<file path="src/rtl/alu_seq_pkg.sv">
// alu_seq_pkg: shared constants for the ALU command sequencer.
// Holds the R-type funct codes, the ALU Operation encodings and the
// sequencer FSM state type.
package alu_seq_pkg;

    // R-type funct codes understood by the sequencer
    localparam logic [5:0] FUNCT_AND = 6'b100100;
    localparam logic [5:0] FUNCT_OR  = 6'b100101;
    localparam logic [5:0] FUNCT_ADD = 6'b100000;
    localparam logic [5:0] FUNCT_SUB = 6'b100010;
    localparam logic [5:0] FUNCT_SLT = 6'b101010;

    // ALU Operation encodings
    localparam logic [2:0] OP_AND = 3'b000;
    localparam logic [2:0] OP_OR  = 3'b001;
    localparam logic [2:0] OP_ADD = 3'b010;
    localparam logic [2:0] OP_SUB = 3'b110;
    localparam logic [2:0] OP_SLT = 3'b111;

    // Sequencer states: one command in flight, no pipelining
    typedef enum logic [1:0] {
        ST_IDLE = 2'b00,
        ST_EXEC = 2'b01,
        ST_RESP = 2'b10
    } seq_state_e;

    // Only the arithmetic operations can legitimately report overflow
    function automatic logic op_reports_ovf(input logic [2:0] op);
        return (op == OP_ADD) || (op == OP_SUB);
    endfunction

endpackage

</file>
<file path="src/rtl/alu_funct_decode.sv">
// alu_funct_decode: maps a 6-bit R-type funct onto the 3-bit ALU Operation.
// Unknown funct codes yield OP_AND with legal_o=0 so the ALU inputs stay
// well defined while the command is flagged as illegal.
module alu_funct_decode
    import alu_seq_pkg::*;
(
    input  logic [5:0] funct_i,
    output logic [2:0] op_o,
    output logic       legal_o
);

    // Pure lookup from funct to Operation code
    always_comb begin
        op_o    = OP_AND;
        legal_o = 1'b1;
        case (funct_i)
            FUNCT_AND: op_o = OP_AND;
            FUNCT_OR:  op_o = OP_OR;
            FUNCT_ADD: op_o = OP_ADD;
            FUNCT_SUB: op_o = OP_SUB;
            FUNCT_SLT: op_o = OP_SLT;
            default: begin
                op_o    = OP_AND;
                legal_o = 1'b0;
            end
        endcase
    end

endmodule

</file>
<file path="src/rtl/alu_cmd_sequencer.sv">
// alu_cmd_sequencer: initiator-side front end for the 4-bit ALU.
// Accepts R-type commands over valid/ready, drives registered operands and
// Operation code to an external combinational ALU, captures its result one
// cycle later and returns it over a valid/ready response channel. Keeps
// saturating counters of completed responses and of overflowing responses.
// Optional feature, enabled by defining ALU_SEQ_OVF_TRAP_EN: an overflowing
// response is reported as an error and raises a sticky ovf_trap that blocks
// new commands until clear_trap is pulsed.
module alu_cmd_sequencer
    import alu_seq_pkg::*;
#(
    parameter int OP_CNT_W  = 8,
    parameter int OVF_CNT_W = 4
) (
    input  logic                 clk,
    input  logic                 rst_n,
    // command channel
    input  logic                 cmd_valid,
    output logic                 cmd_ready,
    input  logic [5:0]           cmd_funct,
    input  logic [3:0]           cmd_a,
    input  logic [3:0]           cmd_b,
    // ALU drive and capture
    output logic [3:0]           alu_a,
    output logic [3:0]           alu_b,
    output logic [2:0]           alu_op,
    input  logic [3:0]           alu_result,
    input  logic                 alu_zero,
    input  logic                 alu_ovf,
    // response channel
    output logic                 rsp_valid,
    input  logic                 rsp_ready,
    output logic [3:0]           rsp_result,
    output logic                 rsp_zero,
    output logic                 rsp_ovf,
    output logic                 rsp_err,
    // status
    output logic [OP_CNT_W-1:0]  op_count,
    output logic [OVF_CNT_W-1:0] ovf_count,
    output logic                 ovf_trap,
    input  logic                 clear_trap
);

    seq_state_e           state_q;
    logic [3:0]           alu_a_q;
    logic [3:0]           alu_b_q;
    logic [2:0]           alu_op_q;
    logic                 illegal_q;
    logic [3:0]           rsp_result_q;
    logic                 rsp_zero_q;
    logic                 rsp_ovf_q;
    logic                 rsp_err_q;
    logic [OP_CNT_W-1:0]  op_cnt_q;
    logic [OVF_CNT_W-1:0] ovf_cnt_q;
    logic                 trap_q;

    logic [2:0]           dec_op;
    logic                 dec_legal;
    logic                 cmd_fire;
    logic                 rsp_fire;
    logic                 exec_ovf_d;
    logic                 exec_err_d;

    alu_funct_decode u_decode (
        .funct_i (cmd_funct),
        .op_o    (dec_op),
        .legal_o (dec_legal)
    );

    assign cmd_ready = (state_q == ST_IDLE) && !trap_q;
    assign rsp_valid = (state_q == ST_RESP);
    assign cmd_fire  = cmd_valid && cmd_ready;
    assign rsp_fire  = rsp_valid && rsp_ready;

    // Flags to capture at the end of EXEC; illegal commands never report overflow
    always_comb begin
        exec_ovf_d = !illegal_q && op_reports_ovf(alu_op_q) && alu_ovf;
`ifdef ALU_SEQ_OVF_TRAP_EN
        exec_err_d = illegal_q || exec_ovf_d;
`else
        exec_err_d = illegal_q;
`endif
    end

    // Sequencer FSM, operand/response registers and saturating counters
    always_ff @(posedge clk) begin
        if (!rst_n) begin
            state_q      <= ST_IDLE;
            alu_a_q      <= 4'b0000;
            alu_b_q      <= 4'b0000;
            alu_op_q     <= OP_AND;
            illegal_q    <= 1'b0;
            rsp_result_q <= 4'b0000;
            rsp_zero_q   <= 1'b0;
            rsp_ovf_q    <= 1'b0;
            rsp_err_q    <= 1'b0;
            op_cnt_q     <= '0;
            ovf_cnt_q    <= '0;
            trap_q       <= 1'b0;
        end else begin
`ifdef ALU_SEQ_OVF_TRAP_EN
            // Clear first so a trap set on the same edge takes precedence
            if (clear_trap) begin
                trap_q <= 1'b0;
            end
`endif
            case (state_q)
                ST_IDLE: begin
                    if (cmd_fire) begin
                        alu_a_q   <= cmd_a;
                        alu_b_q   <= cmd_b;
                        alu_op_q  <= dec_op;
                        illegal_q <= !dec_legal;
                        state_q   <= ST_EXEC;
                    end
                end
                ST_EXEC: begin
                    // ALU has settled on the registered inputs: capture
                    rsp_result_q <= illegal_q ? 4'b0000 : alu_result;
                    rsp_zero_q   <= illegal_q ? 1'b0 : alu_zero;
                    rsp_ovf_q    <= exec_ovf_d;
                    rsp_err_q    <= exec_err_d;
                    state_q      <= ST_RESP;
                end
                ST_RESP: begin
                    if (rsp_fire) begin
                        if (op_cnt_q != {OP_CNT_W{1'b1}}) begin
                            op_cnt_q <= op_cnt_q + OP_CNT_W'(1);
                        end
                        if (rsp_ovf_q && (ovf_cnt_q != {OVF_CNT_W{1'b1}})) begin
                            ovf_cnt_q <= ovf_cnt_q + OVF_CNT_W'(1);
                        end
`ifdef ALU_SEQ_OVF_TRAP_EN
                        if (rsp_ovf_q) begin
                            trap_q <= 1'b1;
                        end
`endif
                        state_q <= ST_IDLE;
                    end
                end
                default: begin
                    state_q <= ST_IDLE;
                end
            endcase
        end
    end

`ifndef ALU_SEQ_OVF_TRAP_EN
    // Trap feature absent: the clear input has no effect
    logic unused_clear_trap;
    assign unused_clear_trap = clear_trap;
`endif

    assign alu_a      = alu_a_q;
    assign alu_b      = alu_b_q;
    assign alu_op     = alu_op_q;
    assign rsp_result = rsp_result_q;
    assign rsp_zero   = rsp_zero_q;
    assign rsp_ovf    = rsp_ovf_q;
    assign rsp_err    = rsp_err_q;
    assign op_count   = op_cnt_q;
    assign ovf_count  = ovf_cnt_q;
    assign ovf_trap   = trap_q;

endmodule
</file>
<file path="config.mk">
export PLATFORM = sky130hd
export DESIGN_NAME = alu_cmd_sequencer
export DESIGN_NICKNAME = d
export VERILOG_FILES = /design/src/rtl/alu_seq_pkg.sv /design/src/rtl/alu_funct_decode.sv /design/src/rtl/alu_cmd_sequencer.sv
export SDC_FILE = /design/constraint.sdc
export NUM_CORES = 1
export LEC_CHECK = 0
export BUFFER_PORTS_ARGS = -buffer_cell sky130_fd_sc_hd__buf_2
export CAP_MARGIN = 20
export CORE_UTILIZATION = 42
export CTS_CLUSTER_DIAMETER = 40
export DETAILED_ROUTE_END_ITERATION = 10
export PLACE_DENSITY = 0.75
export RECOVER_POWER = 50
export REMOVE_ABC_BUFFERS = 1
export SLEW_MARGIN = 20
export SYNTH_ARGS = -nofsm -noshare
export SYNTH_HDL_FRONTEND = slang
export SYNTH_SLANG_ARGS = --single-unit
</file>
<file path="constraint.sdc">
create_clock -name clk -period 1.42 [get_ports clk]
set_clock_uncertainty 0.05 [all_clocks]
set_input_delay 0.142 -clock clk [delete_from_list [all_inputs] [get_ports clk]]
set_output_delay 0.142 -clock clk [all_outputs]
set_load 0.01 [all_outputs]
</file>
After elaboration in Yosys (flattened, before gate mapping)
Index checks and enable logic that the tools add are counted.
{"block": "op_classes", "add_sub_neg": 2, "mul": 0, "div": 0, "n_lt_le_gt_ge": 0, "n_eq_ne": 13, "n_shift": 0, "n_mux": 7, "bitwise": 0, "n_reduce_logical": 14}
{"op": "equality test 6 bit, second input constant", "n": 5}
{"op": "one-hot mux 3 bit (4 select lines)", "n": 1}
{"op": "adder 8 x 1 -> 8 bit, second input constant", "n": 1}
{"op": "!= test 8 bit, second input constant", "n": 1}
{"op": "one-hot mux 2 bit (3 select lines)", "n": 1}
{"op": "AND reduction 3 bit", "n": 2}
{"op": "logical AND 1 bit", "n": 5}
{"op": "OR reduction 5 bit", "n": 1}
{"op": "adder 4 x 1 -> 4 bit, second input constant", "n": 1}
{"op": "two-way mux 2 bit", "n": 2}
{"op": "two-way mux 4 bit", "n": 1}
{"op": "!= test 4 bit, second input constant", "n": 1}
{"op": "AND reduction 2 bit", "n": 2}
{"op": "equality test 3 x 2 -> 1 bit, second input constant", "n": 1}
{"op": "equality test 3 bit, second input constant", "n": 1}
{"op": "equality test 2 x 1 -> 1 bit, second input constant", "n": 1}
{"op": "equality test 2 bit, second input constant", "n": 1}
{"op": "logical NOT 1 bit", "n": 2}
{"op": "logical NOT 2 bit", "n": 1}
{"op": "two-way mux 1 bit", "n": 2}
{"op": "!= test 2 x 1 -> 1 bit, second input constant", "n": 1}
{"op": "!= test 2 bit, second input constant", "n": 1}
{"op": "logical OR 1 bit", "n": 1}
{"block": "word_totals", "ff_bits": 33, "latchBits": 0, "ramBits": 0, "romBits": 0, "input_bits": 25, "out_inout_bits": 33, "mem_count": 0}

Longest topological paths before layout
Gate-level depths: netlist (run 1).
{"block": "depth", "depth_word": 4, "ltp_mapped": 5, "mapped_depth_nobuf": 5}

Modules after synthesis
Synthesis (run 1) repeated with hierarchy kept, for this count alone.
{"block": "hier_totals", "cells_unflattened": 174, "hier_area_um2": 1486.4}
{"mod": "alu_cmd_sequencer", "instances": 1, "cells_per_inst": 165, "area_each_um2": 1413.9, "seq_area_each_um2": 660.6}
{"mod": "alu_funct_decode", "instances": 1, "cells_per_inst": 9, "area_each_um2": 72.6, "seq_area_each_um2": 0.0}

Worst setup path before layout (run 1)
OpenSTA, ideal clock, no wires.
{"block": "synth_timing", "path_type": "reg2reg", "from": "register state_q[0]", "to": "register op_cnt_q[5], in the netlist op_count[5]", "t_arrival_ns": 1.389, "setup_slack_ns": -0.089, "path_stages_with_launch": 6, "path_cell_list": "dfxtp_1 -> and3b_1 -> buf_6 -> nand4_4 -> or4_1 -> a21oi_1"}
{"block": "synth_between", "elab_chain_len": 3}
{"element": "from (decl)", "line_no": "alu_cmd_sequencer.sv:44", "source": "seq_state_e state_q;"}
{"element": "from (signal assigned)", "line_no": "alu_cmd_sequencer.sv:88", "source": "state_q <= ST_IDLE;"}
{"element": "from (signal assigned)", "line_no": "alu_cmd_sequencer.sv:114", "source": "state_q <= ST_EXEC;"}
{"element": "from (signal assigned)", "line_no": "alu_cmd_sequencer.sv:123", "source": "state_q <= ST_RESP;"}
{"element": "equality test 2 bit (*)", "line_no": "alu_cmd_sequencer.sv:71, alu_cmd_sequencer.sv:107"}
{"element": "logical AND 1 bit", "line_no": "alu_cmd_sequencer.sv:73", "source": "assign rsp_fire = rsp_valid && rsp_ready;"}
{"element": "AND reduction 3 bit (no source line) (*)"}
{"element": "to (signal assigned)", "line_no": "alu_cmd_sequencer.sv:128", "source": "op_cnt_q <= op_cnt_q + OP_CNT_W'(1);"}
{"element": "to (decl)", "line_no": "alu_cmd_sequencer.sv:53", "source": "logic [OP_CNT_W-1:0] op_cnt_q;"}
Every way passes the cells marked *; elsewhere a longest branch is shown, timed or not.
A chain may end at the register's enable or synchronous reset.

Final worst setup path (run 1)
Ends and elaborated chain as after synthesis.

==> results of run 1 <==
## sequential cells by signal (all words and copies together) (netlist names)
register    cells
alu_op          3
alu_b           4
op_count        8
exec_err_d      1
state_q         2
rsp_result      4
rsp_ovf         1
rsp_err         1
rsp_zero        1
alu_a           4
ovf_count       4
## cell type report
class	count	area, um^2
Clock buffer	7	65.1
Clock inverter	1	5.00
Fill cell	278	1180
Inverter	4	15.0
Multi-Input combinational cell	122	696
Sequential cell	33	663
Tap cell	44	55.1
Timing Repair Buffer	78	449
## Yosys cell counts (2+ instances only)
cell type | count | share of area
dfxtp_1 | 33 | 0.47
nand2_1 | 26 | 0.069
a21oi_1 | 23 | 0.082
nor2_1 | 19 | 0.051
nand3_1 | 7 | 0.025
clkbuf_1 | 6 | 0.016
o21ai_0 | 6 | 0.021
mux2i_1 | 5 | 0.036
nor3b_1 | 5 | 0.027
inv_1 | 4 | 0.011
nand2b_1 | 3 | 0.013
nor3_1 | 3 | 0.011
ha_1 | 2 | 0.018
nand4_1 | 2 | 0.0089
or4_1 | 2 | 0.011
xor2_1 | 2 | 0.012
## repair_timing
item / CTS / global route
resized for setup: 2 / 4
pin swaps: 3 / 1
setup endpoints to repair: 4 / 15
endpoints found under the hold margin: 8 / 0
hold buffers: 8 / 0
## stage by stage
stage	hold WS [ns]	instance area [um^2]
2_1_floorplan	0.228	1370
3_3_place_gp	0.333	1820
3_5_place_dp	0.340	1820
4_1_cts	0.0141	1970
5_1_grt	0.0223	1950
6_report	0.0348	1950
## layer usage
layer	up-vias	GRT usage
met5	-	0
met4	0	0.0731
met3	3	0.0758
met2	40	0.305
met1	615	0.242
li1	732	-
## worst max-delay path, cell delays in order, from the launching register on
cell     delay (ns)
dfxtp_2        0.34
and3b_2        0.27
nand4_4        0.08
or4_1          0.52
a21oi_1        0.14
## cells by family (layout without fill, tap and decap cells)
kind of cell	count (synthesis)	count (layout)	synth area share
AOI/OAI and AO/OA	35	35	0.140
xor gates and xnor gates	2	2	0.0124
adders and majority gates	2	2	0.0178
buffers and inverters	12	90	0.0400
DFF	33	33	0.469
muxes	5	5	0.0356
other	1	1	0.00266
and+or+nand+nor	77	77	0.282
## report_power, final
part | internal (mW) | switching (mW) | total (mW)
registers | 0.956 | 0.0195 | 0.975
logic | 0.101 | 0.114 | 0.215
clock network | 0.287 | 0.316 | 0.603
## final timing paths
path | end | start | slack [ns] | cells after the start
worst max-delay path | op_count[5] | state_q[0] | -0.04 | 4
worst min-delay path | op_count[7] | rst_n | 0.03 | 2
worst max register to register | op_count[5] | state_q[0] | -0.04 | 4
worst min register to register | alu_a[2] | alu_a[2] | 0.41 | 2
## cell usage in the layout (no fill, tap or decap), types with 6 or more instances in the layout
cell,synthesis,final
nor2_1,19,19
nand3_1,7,7
o21ai_0,6,6
nand2_1,26,26
dfxtp_1,33,31
a21oi_1,23,22
buf_4,1,13
buf_2,0,32
dlygate4sd3_1,0,8
clkbuf_1,6,23
==> reports/qor.yml, run 1 <==
status:
  outcome: "finished with violations"
  violations: "setup timing"
cells_and_area:
  instances_no_fill: 289
  fin_util: 0.623
  finalNetCount: 271
  area_delta_synth_final_pct: 38.4
  drive_above_1_share: 0.261
  antenna_cells: 0
drt:
  first_pass_iters: 4
  wl_met2_mm: 1.42
  wl_mm: 3.17
  remaining_drc_errors: 0
  top_layer: "met4"
  drt_iter0_drc: 44
  wl_per_cell_um: 11.0
  vias: 1390
  route.met3.wl_um: 192
  vias_per_cell: 4.81
  met1Wirelength_mm: 1.52
  postRouteAntennaNets: 0
placed_design:
  portBuffers: 55
  gp_congestion: 0.873
  dp_slack_ns: -0.0680
  hpwl_mm: 2.23
  place_inst: 273
timing:
  rsz0062_at_grt: "yes"
  period_share: 1.03
  max_slew.worst_pin.slew_ns: 0.506
  setup_ws_ns: -0.0433
  hold_viol_final: 0
  setup_tns_ns: -0.0533
  slew_headroom: 0.662
  slew_violations: 0
  max_freq_ghz: 0.683
  finalSetupViolations: 2
  period_minus_slack_ns: 1.46
global_routing:
  grt_pass1_wl_mm: 5.15
  grt_use_total: 0.195
  antenna_found_initial: 0
  grt_pass1_vias: 1250
  grt_max_degree: 25
  overflow: 0
floorplanning:
  row_count: 20
  core_area_um2: 3130
  die_h_um: 59.9
  dieArea_um2: 3590
  start_util: 0.450
  die_width_um: 59.9
  ios: 58
worst_setup_path:
  crit_type: "flop to flop"
  critical_path_required_ns: 1.64
  end_kind: "flop"
  worstPathArrival_ns: 1.69
  cp_max_fo: 3
  start_kind: "flop"
pwr:
  total_power_mw: 1.79
  power_density_nw_per_um2: 920
  max-vdd-ir-drop_mv: 0.672
  p_leak_nw: 0.839
clock_tree:
  clock-sinks: 33
  clk_latency_ns: 0.34
  cts.clk_slew.worst_paths_ns: 0.10
  cts_tree: "yes"
  cts-buffers-inserted: 5
  ctsRootBufferMaster: "clkbuf_4"
  clockBufferDepth: 2
  post_cts_buffers: 0
  htree_levels: 2
synthesis:
  ys_seq_area_frac: 0.469
  synth_ff_type: "dfxtp_1"
  async_flop_share: 0
  syn_inst: 167
  syn_area_um2: 1410
  synth-edff-count: 0
  yosysWarnings: 0
  synth_cell_types: 35
  avgSynthCellArea_um2: 8.43
  synth_seq_cells: 33
flow_run:
  maxCapViolCount: 0
hold_path:
  min_path_type: "primary input to flop"
Power figures use the tool's default switching activity.
==> run 2, diff against run 1 <==
Settings changed: MAX_ROUTING_LAYER set to met4.
==> run 2 against run 1 <==
Against the previous run: the flow still finishes with violations (setup timing); routed wire length is 0.28% higher; flip-flop and latch count stayed put; total power is 0.44% higher; global-route usage is 0.57 points higher; worst setup slack worse by 0.0019 ns; sequential power hardly changed; maximum frequency is 0.13% lower; core utilization stayed put; largest power group unchanged.
==> reports/qor.yml, run 2 (synthesis results as in run 1) <==
status:
  outcome: "finished with violations"
  violations: "setup timing"
timing:
  slew_headroom: 0.662  # about the same
  max_freq_ghz: 0.682  # -0.13%
  rsz0062_at_grt: "yes"
  period_minus_slack_ns: 1.47  # +0.00192 ns
  period_share: 1.03  # +0.00135
  max_slew.worst_pin.slew_ns: 0.507  # +0.000615 ns
  hold_viol_final: 0  # unchanged
  finalSetupViolations: 2  # unchanged
  slew_violations: 0  # unchanged
  setup_ws_ns: -0.0452  # -0.00192 ns
drt:
  vias: 1405  # +1.1%
  remaining_drc_errors: 0  # unchanged
  wl_per_cell_um: 11.0  # +0.28%
  drt_iter0_drc: 65  # +48%
  vias_per_cell: 4.86  # +1.1%
  first_pass_iters: 4  # unchanged
  wl_mm: 3.18  # +0.28%
  postRouteAntennaNets: 0  # unchanged
global_routing:
  grt_pass1_wl_mm: 5.15  # unchanged
  overflow: 0  # unchanged
  antenna_found_initial: 0  # unchanged
  grt_max_degree: 25  # unchanged
  grt_use_total: 0.201  # +0.00574
  grt_pass1_vias: 1251  # +0.080%
clock_tree:
  cts_tree: "yes"
  cts-buffers-inserted: 5  # unchanged
  cts.clk_slew.worst_paths_ns: 0.10  # about the same
  clk_latency_ns: 0.34  # about the same
  ctsRootBufferMaster: "clkbuf_4"
  clockBufferDepth: 2  # unchanged
  post_cts_buffers: 0  # unchanged
  clock-sinks: 33  # unchanged
  htree_levels: 2  # unchanged
floorplanning:
  die_width_um: 59.9  # unchanged
  core_area_um2: 3130  # unchanged
  die_h_um: 59.9  # unchanged
  dieArea_um2: 3590  # unchanged
  start_util: 0.450  # unchanged
  ios: 58  # unchanged
  row_count: 20  # unchanged
cells_and_area:
  instances_no_fill: 289  # unchanged
  seq_area_um2: 663  # unchanged
  finalInstanceArea_um2: 1950  # unchanged
  final_cell_mix: "buf_2 (32), dfxtp_1 (31), nand2_1 (26)"
  area_delta_synth_final_pct: 38.4  # unchanged
  largest_register_ffs: 8  # unchanged
  fillers: 278  # unchanged
  fin_util: 0.623  # unchanged
  drive_above_1_share: 0.261  # unchanged
  final_common_cell: "buf_2"
  multi_input_area_um2: 696  # unchanged
  antenna_cells: 0  # unchanged
  finalNetCount: 271  # unchanged
worst_setup_path:
  worstPathArrival_ns: 1.69  # about the same
  cp_max_fo: 3  # unchanged
  r2r-end: "op_count[5]"
  ff2ff_path_depth: 4  # unchanged
  critical_path_required_ns: 1.64  # about the same
  timing.rr.start: "state_q[0]"
  crit_type: "flop to flop"
  start_kind: "flop"
  r2r_setup_slack_ns: -0.05  # about the same
  end_kind: "flop"
pwr:
  power_density_nw_per_um2: 924  # +0.44%
  max-vdd-ir-drop_mv: 0.685  # +2.0%
  p_leak_nw: 0.839  # unchanged
  total_power_mw: 1.80  # +0.44%
hold_path:
  hold_end: "alu_op[2]"
  hold_depth: 3  # +1
  min_path_type: "primary input to flop"
  worstHoldStart: "cmd_funct[1]"
placed_design:
  hpwl_mm: 2.23  # unchanged
  gp_congestion: 0.888  # +1.6%
  placed_area_um2: 1820  # unchanged
  dp_slack_ns: -0.0680  # unchanged
  portBuffers: 55  # unchanged
  place_inst: 273  # unchanged
flow_run:
  maxCapViolCount: 0  # unchanged
## run 2: cell counts in the layout (fill, tap and decap cells not counted)
Identical to the previous run, type by type.
## run 2: worst max-delay path: stages, from the launching register on
cell and delay (ns):
dfxtp_2 0.34, and3b_2 0.27, nand4_4 0.08, or4_1 0.52, a21oi_1 0.14
## run 2: per-stage QoR
step | hold WS (ns) | TNS [ns]
after detailed placement | 0.340 | -0.0939
after CTS | 0.0141 | -0.0616
after floorplan | 0.228 | -0.527
after global routing | 0.0223 | -0.743
after global placement | 0.333 | -0.0229
final | 0.0344 | -0.0595
## run 2: how the worst max path moves through the flow
| stage | slack [ns] | startpoint | depth (start not counted) | to |
|---|---|---|---|---|
| 2_1_floorplan | -0.15 | state_q[0] | 4 | alu_op[1] |
| 3_3_place_gp | -0.02 | state_q[0] | 4 | op_count[5] |
| 3_5_place_dp | -0.07 | state_q[0] | 4 | op_count[5] |
| 4_1_cts | -0.05 | state_q[0] | 4 | op_count[5] |
| 5_1_grt | -0.10 | state_q[0] | 5 | ovf_count[3] |
| 6_report | -0.05 | state_q[0] | 4 | op_count[5] |
## run 2: power breakdown
group          internal [mW]  switching (mW)  total [mW]
combinational          0.101           0.115       0.216
clock                  0.287           0.323       0.610
sequential             0.956          0.0196       0.975
total                   1.34           0.457        1.80
## run 2: layer usage
layer  global-route usage  vias up  part of all wire
met3               0.0671        5             0.059
met2                0.305       48              0.44
met1                0.247      622              0.49
li1                     -      730                 -
met5                    -        -                 0
met4               0.0731        0             0.014
## run 2: area by class of cell
| class | instances | area share |
|---|---|---|
| Clock buffer | 7 | 0.0334 |
| Multi-Input combinational cell | 122 | 0.357 |
| Inverter | 4 | 0.00771 |
| Tap cell | 44 | 0.0283 |
| Clock inverter | 1 | 0.00257 |
| Sequential cell | 33 | 0.340 |
| Timing Repair Buffer | 78 | 0.231 |
## run 2: timing repair
item | in CTS | in global routing
gates resized for setup | 2 | 4
hold buffers | 8 | 0
hold endpoints to repair | 8 | 0
setup endpoints to repair | 4 | 15
pin swaps | 3 | 1
cloned | 0 | 0
